--- config.mk ---
export PLATFORM = sky130hd
export DESIGN_NAME = rom_port_arbiter
export DESIGN_NICKNAME = d
export VERILOG_FILES = /design/src/rtl/rom_port_arbiter.sv
export SDC_FILE = /design/constraint.sdc
export NUM_CORES = 1
export LEC_CHECK = 0
export BUFFER_PORTS_ARGS = -buffer_cell sky130_fd_sc_hd__buf_2
export CAP_MARGIN = 25
export CORE_AREA = 2 2 78 80
export DETAILED_ROUTE_END_ITERATION = 10
export DIE_AREA = 0 0 80 82
export HOLD_SLACK_MARGIN = 0.12
export PLACE_DENSITY = 0.68
export SKIP_LAST_GASP = 1
export SYNTH_ARGS = -nofsm -noshare
export SYNTH_HDL_FRONTEND = slang
export SYNTH_SLANG_ARGS = --single-unit
export TNS_END_PERCENT = 1
--- constraint.sdc ---
create_clock -name clock -period 4 [get_ports clock]
set_input_delay 0.8 -clock clock [delete_from_list [all_inputs] [get_ports clock]]
set_output_delay 0.8 -clock clock [all_outputs]
set_load 0.02 [all_outputs]
--- src/rtl/rom_port_arbiter.sv ---
// rtl/rom_port_arbiter.sv - two-requester arbiter for the shared synchronous instruction ROM read port
module rom_port_arbiter #(
    parameter int ADDR_WIDTH = 10,
    parameter int MAX_WAIT   = 4
) (
    input  logic        clock,
    input  logic        reset,
    input  logic        f_req,
    input  logic [31:0] f_addr,
    output logic        f_gnt,
    output logic        f_rvalid,
    output logic [31:0] f_rdata,
    input  logic        d_req,
    input  logic [31:0] d_addr,
    output logic        d_gnt,
    output logic        d_rvalid,
    output logic [31:0] d_rdata,
    output logic        d_misalign,
    output logic [31:0] rom_addr,
    input  logic [31:0] rom_data
);

    localparam int              CW       = $clog2(MAX_WAIT + 1);
    localparam logic [CW-1:0]   WAIT_MAX = CW'(MAX_WAIT);

    typedef enum logic [1:0] {
        IDLE  = 2'd0,
        OWN_F = 2'd1,
        OWN_D = 2'd2
    } owner_e;

    owner_e          state_q, state_d;
    logic [CW-1:0]   wait_cnt_q, wait_cnt_d;
    logic            misalign_q, misalign_d;
    logic [31:0]     sel_addr;

    // Fetch has priority unless D has been denied MAX_WAIT cycles in a row.
    always_comb begin
        f_gnt = 1'b0;
        d_gnt = 1'b0;
        if (!reset) begin
            if (d_req && (wait_cnt_q == WAIT_MAX)) begin
                d_gnt = 1'b1;
            end else if (f_req) begin
                f_gnt = 1'b1;
            end else if (d_req) begin
                d_gnt = 1'b1;
            end
        end
    end

    always_comb begin
        sel_addr = d_gnt ? d_addr : f_addr;

        state_d = IDLE;
        if (f_gnt) begin
            state_d = OWN_F;
        end else if (d_gnt) begin
            state_d = OWN_D;
        end

        misalign_d = d_gnt && (d_addr[1:0] != 2'b00);

        wait_cnt_d = wait_cnt_q;
        if (d_gnt || !d_req) begin
            wait_cnt_d = '0;
        end else if (wait_cnt_q != WAIT_MAX) begin
            wait_cnt_d = wait_cnt_q + CW'(1);
        end
    end

    always_ff @(posedge clock) begin
        if (reset) begin
            state_q    <= IDLE;
            wait_cnt_q <= '0;
            misalign_q <= 1'b0;
        end else begin
            state_q    <= state_d;
            wait_cnt_q <= wait_cnt_d;
            misalign_q <= misalign_d;
        end
    end

    // The ROM decodes only the word field; low and high bits pass through untouched.
    assign rom_addr   = {sel_addr[31:ADDR_WIDTH+2], sel_addr[ADDR_WIDTH+1:2], sel_addr[1:0]};
    assign f_rvalid   = (state_q == OWN_F);
    assign d_rvalid   = (state_q == OWN_D);
    assign d_misalign = misalign_q;
    assign f_rdata    = rom_data;
    assign d_rdata    = rom_data;

endmodule
==> Yosys cells after proc, flatten, opt, wreduce, memory -nomap -nowiden <==
Index checks and enable logic that the tools add are counted.
{ "word_totals": {"regBits": 6, "out_inout_bits": 101, "word_cells": 26} }
{ "op_classes": {"n_addsub": 1, "n_eq_ne": 4, "muxes": 10, "n_reduce_logical": 7} }
{ "ops": {"columns": ["op", "count"], "rows": [
  ["two-way mux 32 bit", 1],
  ["two-way mux 1 bit", 8],
  ["OR reduction 2 bit", 2],
  ["adder 3 x 1 -> 3 bit (second input constant)", 1],
  ["equality test 3 bit (second input constant)", 1],
  ["inequality test 3 bit (second input constant)", 1],
  ["equality test 2 x 1 -> 1 bit (second input constant)", 1],
  ["equality test 2 bit (second input constant)", 1],
  ["logical AND 1 bit", 2],
  ["two-way mux 2 bit", 1],
  ["nonzero test 2 bit", 1],
  ["logical NOT 1 bit", 1],
  ["logical OR 1 bit", 1]
]} }

==> Depth between registers and ports, before layout <==
Gate-level depths: netlist of run 1.
{ "depth": {"depth_word": 6, "depth_mapped": 6, "ltp_nobuf": 5} }

==> Worst setup path before layout of run 1 <==
OpenSTA, ideal clock, no wires.
{ "synth_path": {"path_kind": "input-to-output", "startpoint": "input port reset", "endpoint": "output port rom_addr[21]", "arrival_time_ns": 1.824, "required_time_ns": 3.200, "path_slack_ns": 1.376, "path_stages": 4, "path_buffers": 1, "path_cell_list": "nand2b_2 > a21oi_4 > buf_6 > mux2_2"} }
{ "synth_via": {"elab_chain_cells": 2} }
{ "synth_lines": {"columns": ["element", "line", "text"], "rows": [
  ["start: declaration", "7", "input logic reset,"],
  ["two-way mux 1 bit", "41", "if (!reset) begin"],
  ["net d_gnt", "15", "output logic d_gnt,"],
  ["two-way mux 32 bit", "53", "sel_addr = d_gnt ? d_addr : f_addr;"],
  ["end: declaration", "19", "output logic [31:0] rom_addr,"]
]} }
The timed path passes the listed nets, and every way through them passes these cells.

==> Worst setup path in the final report of run 1 <==
{ "layout_path": {"startpoint": "input port reset", "endpoint": "output port rom_addr[31]"} }
{ "layout_via": {"elab_chain_cells": 2} }
{ "layout_lines": {"columns": ["element", "line"], "rows": [
  ["two-way mux 1 bit", "41"],
  ["two-way mux 32 bit", "53"]
]} }
Every way passes these cells.

==> impl_metrics.prom, run 1 <==
# TYPE chip_impl_metric gauge
chip_impl_metric{name="number_of_instances_in_the_synthesized_netlist",unit=""} 126
chip_impl_metric{name="timing.critical_path.required",unit="ns"} 3.20
chip_impl_metric{name="vdd_ir_drop_max",unit="V"} 0.000138
chip_impl_metric{name="setup_viol_count_final",unit=""} 0
chip_impl_info{name="synth_area_leaders",value="sky130_fd_sc_hd__buf_4 (42%), sky130_fd_sc_hd__mux2_2 (31%), sky130_fd_sc_hd__dfxtp_1 (11%)"} 1
chip_impl_metric{name="die_height",unit="um"} 82
chip_impl_metric{name="flow.area_growth_from_synthesis",unit="%"} 14.1
chip_impl_metric{name="htreeDepth",unit=""} 1
chip_impl_metric{name="timing.max_slew.rel_slack",unit="%"} 63.1
chip_impl_metric{name="antennaDiodeCount",unit=""} 0
chip_impl_metric{name="reg2reg_slack",unit="ns"} 2.54
chip_impl_metric{name="cts_hold_repair.buffers",unit=""} 0
chip_impl_info{name="hp-class",value="reg2reg"} 1
chip_impl_metric{name="multi_input_comb_area",unit="um^2"} 492
chip_impl_metric{name="synth_sequential_area_ratio",unit="%"} 10.5
chip_impl_metric{name="hpwl",unit="um"} 2610
chip_impl_metric{name="clock_tree_buffer_depth",unit=""} 2
chip_impl_info{name="outcome",value="completed"} 1
chip_impl_metric{name="cts_sinks",unit=""} 6
chip_impl_metric{name="synth_warn",unit=""} 0
chip_impl_metric{name="first_global_vias",unit=""} 879
chip_impl_metric{name="grt.total_usage",unit="%"} 7.66
chip_impl_metric{name="max_clock_freq",unit="MHz"} 317
chip_impl_metric{name="final-instance-count-excl-fill",unit=""} 242
chip_impl_metric{name="first_pass_drt_iterations",unit=""} 2
chip_impl_metric{name="cap_viol_max_count",unit=""} 0
chip_impl_metric{name="vias",unit=""} 934
chip_impl_metric{name="final_net_count",unit=""} 271
chip_impl_metric{name="wl_per_cell",unit="um"} 12.3
chip_impl_metric{name="post-synth-top-area-fraction",unit="%"} 42.1
chip_impl_metric{name="worst-slew-pin-transition",unit="ns"} 0.553
chip_impl_metric{name="post_cts_buffers",unit=""} 0
chip_impl_metric{name="grt_antenna_before_repair",unit=""} 0
chip_impl_metric{name="synth-seq-cells",unit=""} 6
chip_impl_metric{name="placedCellCount",unit=""} 239
chip_impl_metric{name="leakagePower",unit="nW"} 0.664
chip_impl_metric{name="critical_path.max_fanout",unit=""} 20
chip_impl_metric{name="min_period",unit="ns"} 3.16
chip_impl_metric{name="rows",unit=""} 28
chip_impl_metric{name="power_per_cell_area",unit="mW/mm^2"} 215
chip_impl_metric{name="timing.hold.ws",unit="ns"} 0.463
chip_impl_metric{name="routed_wl",unit="um"} 2980
chip_impl_metric{name="die_area",unit="mm^2"} 0.00656
chip_impl_metric{name="filler_cell_count",unit=""} 650
chip_impl_metric{name="grt_max_degree",unit=""} 21
chip_impl_metric{name="io_buffer_count",unit=""} 104
chip_impl_info{name="setup_repair_after_global_routing_missed_its_margin",value="no"} 1
chip_impl_metric{name="postLayoutSetupSlackWorst",unit="ns"} 0.841
chip_impl_metric{name="clock_latency",unit="ns"} 0.22
chip_impl_info{name="crit_path_start_kind",value="input port"} 1
chip_impl_info{name="path_class",value="in2out"} 1
chip_impl_info{name="clock_tree_from_tritoncts",value="yes"} 1
chip_impl_metric{name="synthesis.nets",unit=""} 228
chip_impl_metric{name="floorplan.io_pins",unit=""} 201
chip_impl_metric{name="die_width",unit="um"} 80
chip_impl_metric{name="cts.clk_slew.worst_paths",unit="ns"} 0.03
chip_impl_metric{name="post_synth.cell_area_avg",unit="um^2"} 9.06
chip_impl_metric{name="initial_core_util",unit="%"} 19.9
chip_impl_metric{name="hold_violations",unit=""} 0
chip_impl_metric{name="register_area",unit="um^2"} 120
chip_impl_metric{name="grt_first_pass_wirelength",unit="um"} 3860
chip_impl_metric{name="globalRouteOverflowTotal",unit=""} 0
chip_impl_metric{name="final_min_period_over_clock_period",unit="%"} 79.0
chip_impl_metric{name="detail_route.vias_per_cell",unit=""} 3.86
chip_impl_metric{name="fin_setup_tns",unit="ns"} 0
chip_impl_metric{name="finalClockSkew",unit="ns"} 0.00111
chip_impl_metric{name="drtIter0Drc",unit=""} 9
chip_impl_metric{name="core",unit="mm^2"} 0.00575
chip_impl_metric{name="post_cts_resize_count",unit=""} 0
chip_impl_metric{name="synth_cell_type_count",unit=""} 18
chip_impl_metric{name="slew_viol_final",unit=""} 0
chip_impl_metric{name="drive_gt1_share",unit="%"} 85.0
chip_impl_metric{name="finalWeightedCongestion",unit=""} 0.619
chip_impl_info{name="post_synth_top_area_cell",value="sky130_fd_sc_hd__buf_4"} 1
chip_impl_metric{name="post-route-drc-count",unit=""} 0
chip_impl_metric{name="syn_area",unit="mm^2"} 0.00114
chip_impl_metric{name="dpl_worst_slack",unit="ns"} 0.797
chip_impl_metric{name="arrival_time_at_the_worst_endpoint",unit="ns"} 2.36
chip_impl_metric{name="number_of_buffers_added_by_the_clock_tree_synthesis_step",unit=""} 3
chip_impl_info{name="root_buffer",value="sky130_fd_sc_hd__clkbuf_8"} 1
chip_impl_metric{name="ant_nets",unit=""} 0
chip_impl_info{name="cp-end-kind",value="output port"} 1
[power by group]
group	internal, mW	total, mW	switching (mW)
combinational	0.0637	0.129	0.0658
sequential	0.0621	0.0629	0.000835
clock	0.0644	0.0880	0.0236
total	0.190	0.280	0.0902
[critical path, stage by stage]
cell,delay (ns)
sky130_fd_sc_hd__buf_2,0.11
sky130_fd_sc_hd__nand2b_2,0.23
sky130_fd_sc_hd__a21oi_4,0.47
sky130_fd_sc_hd__buf_12,0.24
sky130_fd_sc_hd__mux2_2,0.35
sky130_fd_sc_hd__buf_2,0.16
[through the flow]
step	util, %	power [mW]	area, um^2
global route	22.7	0.298	1300
global placement	22.0	0.193	1260
floorplan	-	0.229	1140
CTS	22.7	0.285	1300
finish	22.7	0.280	1300
detailed placement	22.0	0.195	1260
[per-layer routing]
layer  GRT usage, %  vias to the layer above  wire length, um
met1           6.18                      400              867
li1               -                      437                -
met5              0                        -                0
met2           14.8                       74             1550
met4           6.44                        0              143
met3           2.53                       23              424
[final cells by class]
| type | count | share of cell area [%] |
|---|---|---|
| well taps | 75 | 7.20 |
| multi-input cells | 49 | 37.8 |
| flip-flops and latches | 6 | 9.22 |
| clock buffers | 3 | 3.17 |
| repair buffers | 105 | 41.5 |
| inverters | 4 | 1.15 |
[cells in the mapped netlist]
cell	instances
sky130_fd_sc_hd__a21oi_1	1
sky130_fd_sc_hd__a21oi_4	1
sky130_fd_sc_hd__a311oi_1	2
sky130_fd_sc_hd__buf_4	64
sky130_fd_sc_hd__buf_6	3
sky130_fd_sc_hd__dfxtp_1	6
sky130_fd_sc_hd__ha_1	2
sky130_fd_sc_hd__inv_1	4
sky130_fd_sc_hd__mux2_1	1
sky130_fd_sc_hd__mux2_2	31
sky130_fd_sc_hd__mux2i_1	1
sky130_fd_sc_hd__nand2_1	1
sky130_fd_sc_hd__nand2_2	1
sky130_fd_sc_hd__nand2b_2	1
sky130_fd_sc_hd__nor2_1	1
sky130_fd_sc_hd__nor2b_1	2
sky130_fd_sc_hd__nor3_1	3
sky130_fd_sc_hd__o21a_1	1
[worst paths after layout]
path,start,to,cells after the start
worst min-delay path,wait_cnt_q[0],wait_cnt_q[0],1
worst min register to register,wait_cnt_q[0],wait_cnt_q[0],1
worst max-delay path,reset,rom_addr[31],6
worst max register to register,wait_cnt_q[0],d_misalign,5
[flip-flops by register name, summed over array words and instances (netlist names)]
register    cells
d_misalign      1
wait_cnt_q      3
state_q         2
[placed cells by master, fill, tap and decap left out]
master	instances
sky130_fd_sc_hd__nand2b_2	1
sky130_fd_sc_hd__a311oi_1	2
sky130_fd_sc_hd__inv_1	4
sky130_fd_sc_hd__nor2_1	1
sky130_fd_sc_hd__buf_2	104
sky130_fd_sc_hd__dfxtp_1	6
sky130_fd_sc_hd__ha_1	2
sky130_fd_sc_hd__nand2_1	1
sky130_fd_sc_hd__o21a_1	1
sky130_fd_sc_hd__mux2_2	31
sky130_fd_sc_hd__nand2_2	1
sky130_fd_sc_hd__a21oi_4	1
sky130_fd_sc_hd__mux2_1	1
sky130_fd_sc_hd__nor3_1	3
sky130_fd_sc_hd__mux2i_1	1
sky130_fd_sc_hd__nor2b_1	2
sky130_fd_sc_hd__buf_12	1
sky130_fd_sc_hd__a21oi_1	1
sky130_fd_sc_hd__clkbuf_8	3
[cell families (layout without fill, tap and decap cells)]
family / after synthesis / count (layout) / share of synthesized area (%)
buffers and inverters: 71 / 112 / 46.4
multiplexers: 33 / 33 / 32.5
AND/OR/NAND/NOR: 9 / 9 / 4.39
flip-flops: 6 / 6 / 10.5
AO/OA/AOI/OAI: 5 / 5 / 4.06
adder cells (fa/ha/maj): 2 / 2 / 2.19
Power figures use the tool's default switching activity.
==> run 2, diff against run 1 <==
--- a/config.mk
+++ b/config.mk
@@ -7,11 +7,11 @@
 export LEC_CHECK = 0
 export BUFFER_PORTS_ARGS = -buffer_cell sky130_fd_sc_hd__buf_2
 export CAP_MARGIN = 25
-export CORE_AREA = 2 2 78 80
+export CORE_AREA = 2 2 79 81
 export DETAILED_ROUTE_END_ITERATION = 10
-export DIE_AREA = 0 0 80 82
+export DIE_AREA = 0 0 81 83
 export HOLD_SLACK_MARGIN = 0.12
-export PLACE_DENSITY = 0.68
+export PLACE_DENSITY = 0.67
 export SKIP_LAST_GASP = 1
 export SYNTH_ARGS = -nofsm -noshare
 export SYNTH_HDL_FRONTEND = slang
==> constraint.sdc (replaced) <==
create_clock -name clock -period 3.3 [get_ports clock]
set_input_delay 0.66 -clock clock [delete_from_list [all_inputs] [get_ports clock]]
set_output_delay 0.66 -clock clock [all_outputs]
set_load 0.02 [all_outputs]
==> run 2 against run 1 <==
Compared with the run above:
- clock power rose by 22%
- register-to-register slack got worse by 0.76 ns
- routed wire length shrank 5.4%
- via count is 0.11% lower
- global-route usage grew 0.13 points
- worst hold slack got worse by 0.010 ns
- power up 20%
- non-clock buffer count stayed put
- flip-flop and latch count unchanged
- sequential power is 21% higher
- critical endpoint is now rom_addr[5]
==> impl_metrics.prom, run 2 (same netlist as run 1, synthesis figures left out) <==
# TYPE chip_impl_metric gauge
chip_impl_metric{name="routed_wl",unit="um"} 2820
chip_impl_metric{name="die_width",unit="um"} 81
chip_impl_info{name="crit_path_start_kind",value="input port"} 1
chip_impl_metric{name="cts_sinks",unit=""} 6
chip_impl_metric{name="die_height",unit="um"} 83
chip_impl_metric{name="filler_cell_count",unit=""} 654
chip_impl_info{name="outcome",value="completed"} 1
chip_impl_metric{name="floorplan.io_pins",unit=""} 201
chip_impl_metric{name="die_area",unit="mm^2"} 0.00672
chip_impl_metric{name="finalClockSkew",unit="ns"} 0.00106
chip_impl_metric{name="clock_power_share",unit="%"} 31.7
chip_impl_metric{name="globalRouteOverflowTotal",unit=""} 0
chip_impl_metric{name="cts_hold_repair.buffers",unit=""} 0
chip_impl_metric{name="grt_first_pass_wirelength",unit="um"} 4020
chip_impl_metric{name="final_min_period_over_clock_period",unit="%"} 82.6
chip_impl_metric{name="clock_latency",unit="ns"} 0.22
chip_impl_info{name="cp-end-kind",value="output port"} 1
chip_impl_metric{name="post_cts_resize_count",unit=""} 0
chip_impl_metric{name="seqPwrFrac",unit="%"} 22.6
chip_impl_info{name="path_class",value="in2out"} 1
chip_impl_metric{name="comb_power_share",unit="%"} 45.7
chip_impl_metric{name="drtIter0Drc",unit=""} 11
chip_impl_metric{name="critical_path.max_fanout",unit=""} 34
chip_impl_metric{name="power_per_cell_area",unit="mW/mm^2"} 261
chip_impl_metric{name="timing.hold.ws",unit="ns"} 0.453
chip_impl_metric{name="flow.area_growth_from_synthesis",unit="%"} 13.0
chip_impl_metric{name="hold_violations",unit=""} 0
chip_impl_metric{name="grt.total_usage",unit="%"} 7.79
chip_impl_metric{name="register_area",unit="um^2"} 120
chip_impl_metric{name="postLayoutCoreUtil",unit="%"} 22.2
chip_impl_info{name="layout_commonest_cell",value="sky130_fd_sc_hd__buf_2"} 1
chip_impl_metric{name="grt_max_degree",unit=""} 35
chip_impl_metric{name="multi_input_comb_area",unit="um^2"} 492
chip_impl_metric{name="setup_viol_count_final",unit=""} 0
chip_impl_metric{name="worst-slew-pin-transition",unit="ns"} 0.423
chip_impl_metric{name="clock_tree_buffer_depth",unit=""} 2
chip_impl_metric{name="io_buffer_count",unit=""} 104
chip_impl_metric{name="finalWeightedCongestion",unit=""} 0.609
chip_impl_metric{name="vias",unit=""} 933
chip_impl_metric{name="final_net_count",unit=""} 271
chip_impl_info{name="hp-class",value="reg2reg"} 1
chip_impl_info{name="layout_common_cells",value="sky130_fd_sc_hd__buf_2 (104), sky130_fd_sc_hd__mux2_2 (31), sky130_fd_sc_hd__dfxtp_1 (6)"} 1
chip_impl_metric{name="largest_register_ff_count",unit=""} 3
chip_impl_metric{name="postLayoutSetupSlackWorst",unit="ns"} 0.574
chip_impl_metric{name="rows",unit=""} 28
chip_impl_metric{name="antennaDiodeCount",unit=""} 0
chip_impl_metric{name="cap_viol_max_count",unit=""} 0
chip_impl_info{name="clock_tree_from_tritoncts",value="yes"} 1
chip_impl_metric{name="ant_nets",unit=""} 0
chip_impl_metric{name="hpwl",unit="um"} 2450
chip_impl_info{name="largest-register",value="wait_cnt_q"} 1
chip_impl_metric{name="grt_antenna_before_repair",unit=""} 0
chip_impl_metric{name="post_cts_buffers",unit=""} 0
chip_impl_metric{name="first_global_vias",unit=""} 959
chip_impl_metric{name="dpl_worst_slack",unit="ns"} 0.562
chip_impl_metric{name="htreeDepth",unit=""} 1
chip_impl_metric{name="fin_setup_tns",unit="ns"} 0
chip_impl_metric{name="first_pass_drt_iterations",unit=""} 4
chip_impl_metric{name="number_of_buffers_added_by_the_clock_tree_synthesis_step",unit=""} 3
chip_impl_metric{name="power.share.switching",unit="%"} 31.9
chip_impl_metric{name="post-route-drc-count",unit=""} 0
chip_impl_metric{name="timing.max_slew.rel_slack",unit="%"} 71.8
chip_impl_metric{name="wl_per_cell",unit="um"} 11.7
chip_impl_metric{name="vdd_ir_drop_max",unit="V"} 0.000127
chip_impl_metric{name="power.internal",unit="uW"} 229
chip_impl_metric{name="slew_viol_final",unit=""} 0
chip_impl_metric{name="drive_gt1_share",unit="%"} 85.0
chip_impl_metric{name="timing.critical_path.required",unit="ns"} 2.64
chip_impl_metric{name="core",unit="mm^2"} 0.00582
chip_impl_info{name="setup_repair_after_global_routing_missed_its_margin",value="no"} 1
chip_impl_metric{name="detail_route.vias_per_cell",unit=""} 3.86
chip_impl_metric{name="arrival_time_at_the_worst_endpoint",unit="ns"} 2.07
chip_impl_info{name="root_buffer",value="sky130_fd_sc_hd__clkbuf_8"} 1
chip_impl_metric{name="power_switching",unit="uW"} 107
chip_impl_metric{name="cts.clk_slew.worst_paths",unit="ns"} 0.03
chip_impl_metric{name="max_clock_freq",unit="MHz"} 367
chip_impl_metric{name="initial_core_util",unit="%"} 19.6
chip_impl_metric{name="leakagePower",unit="nW"} 0.661
chip_impl_metric{name="min_period",unit="ns"} 2.73
run 2: critical path, cell delays in order:
cell and delay, ns:
sky130_fd_sc_hd__buf_2 0.11, sky130_fd_sc_hd__nand2b_2 0.22, sky130_fd_sc_hd__a21oi_4 0.12, sky130_fd_sc_hd__buf_4 0.38
sky130_fd_sc_hd__mux2_2 0.39, sky130_fd_sc_hd__buf_2 0.16
run 2: layout make-up:
| class | count | share of cell area, % |
|---|---|---|
| Clock buffer | 3 | 3.20 |
| Sequential cell | 6 | 9.31 |
| Tap cell | 75 | 7.27 |
| Inverter | 4 | 1.16 |
| Timing Repair Buffer | 105 | 40.9 |
| Multi-Input combinational cell | 49 | 38.1 |
run 2: metrics by stage:
| stage | power (mW) | instance area [um^2] | cells |
|---|---|---|---|
| detailed placement | 0.233 | 1250 | 239 |
| finish | 0.337 | 1290 | 242 |
| global route | 0.362 | 1290 | 242 |
| floorplan | 0.278 | 1140 | 126 |
| CTS | 0.343 | 1290 | 242 |
| global placement | 0.230 | 1250 | 239 |
run 2: per-layer routing:
layer	wire (um)	vias to the layer above	global-route usage (%)
li1	-	437	-
met1	752	392	5.31
met2	1560	87	16.2
met3	379	17	2.07
met4	125	0	6.01
met5	0	-	0
run 2: final timing paths:
kind	from	end	slack, ns	cells past startpoint
setup reg to reg	wait_cnt_q[0]	d_misalign	1.78	6
hold / removal	wait_cnt_q[0]	wait_cnt_q[0]	0.45	1
setup / recovery	reset	rom_addr[5]	0.57	6
hold reg to reg	wait_cnt_q[0]	wait_cnt_q[0]	0.45	1
run 2: power groups by stage:
stage          combinational (mW)  sequential, mW  clock, mW
4_1_cts                     0.156          0.0762      0.111
2_1_floorplan               0.200          0.0777          0
6_report                    0.154          0.0762      0.107
3_5_place_dp                0.155          0.0773          0
5_1_grt                     0.166          0.0765      0.119
3_3_place_gp                0.153          0.0772          0
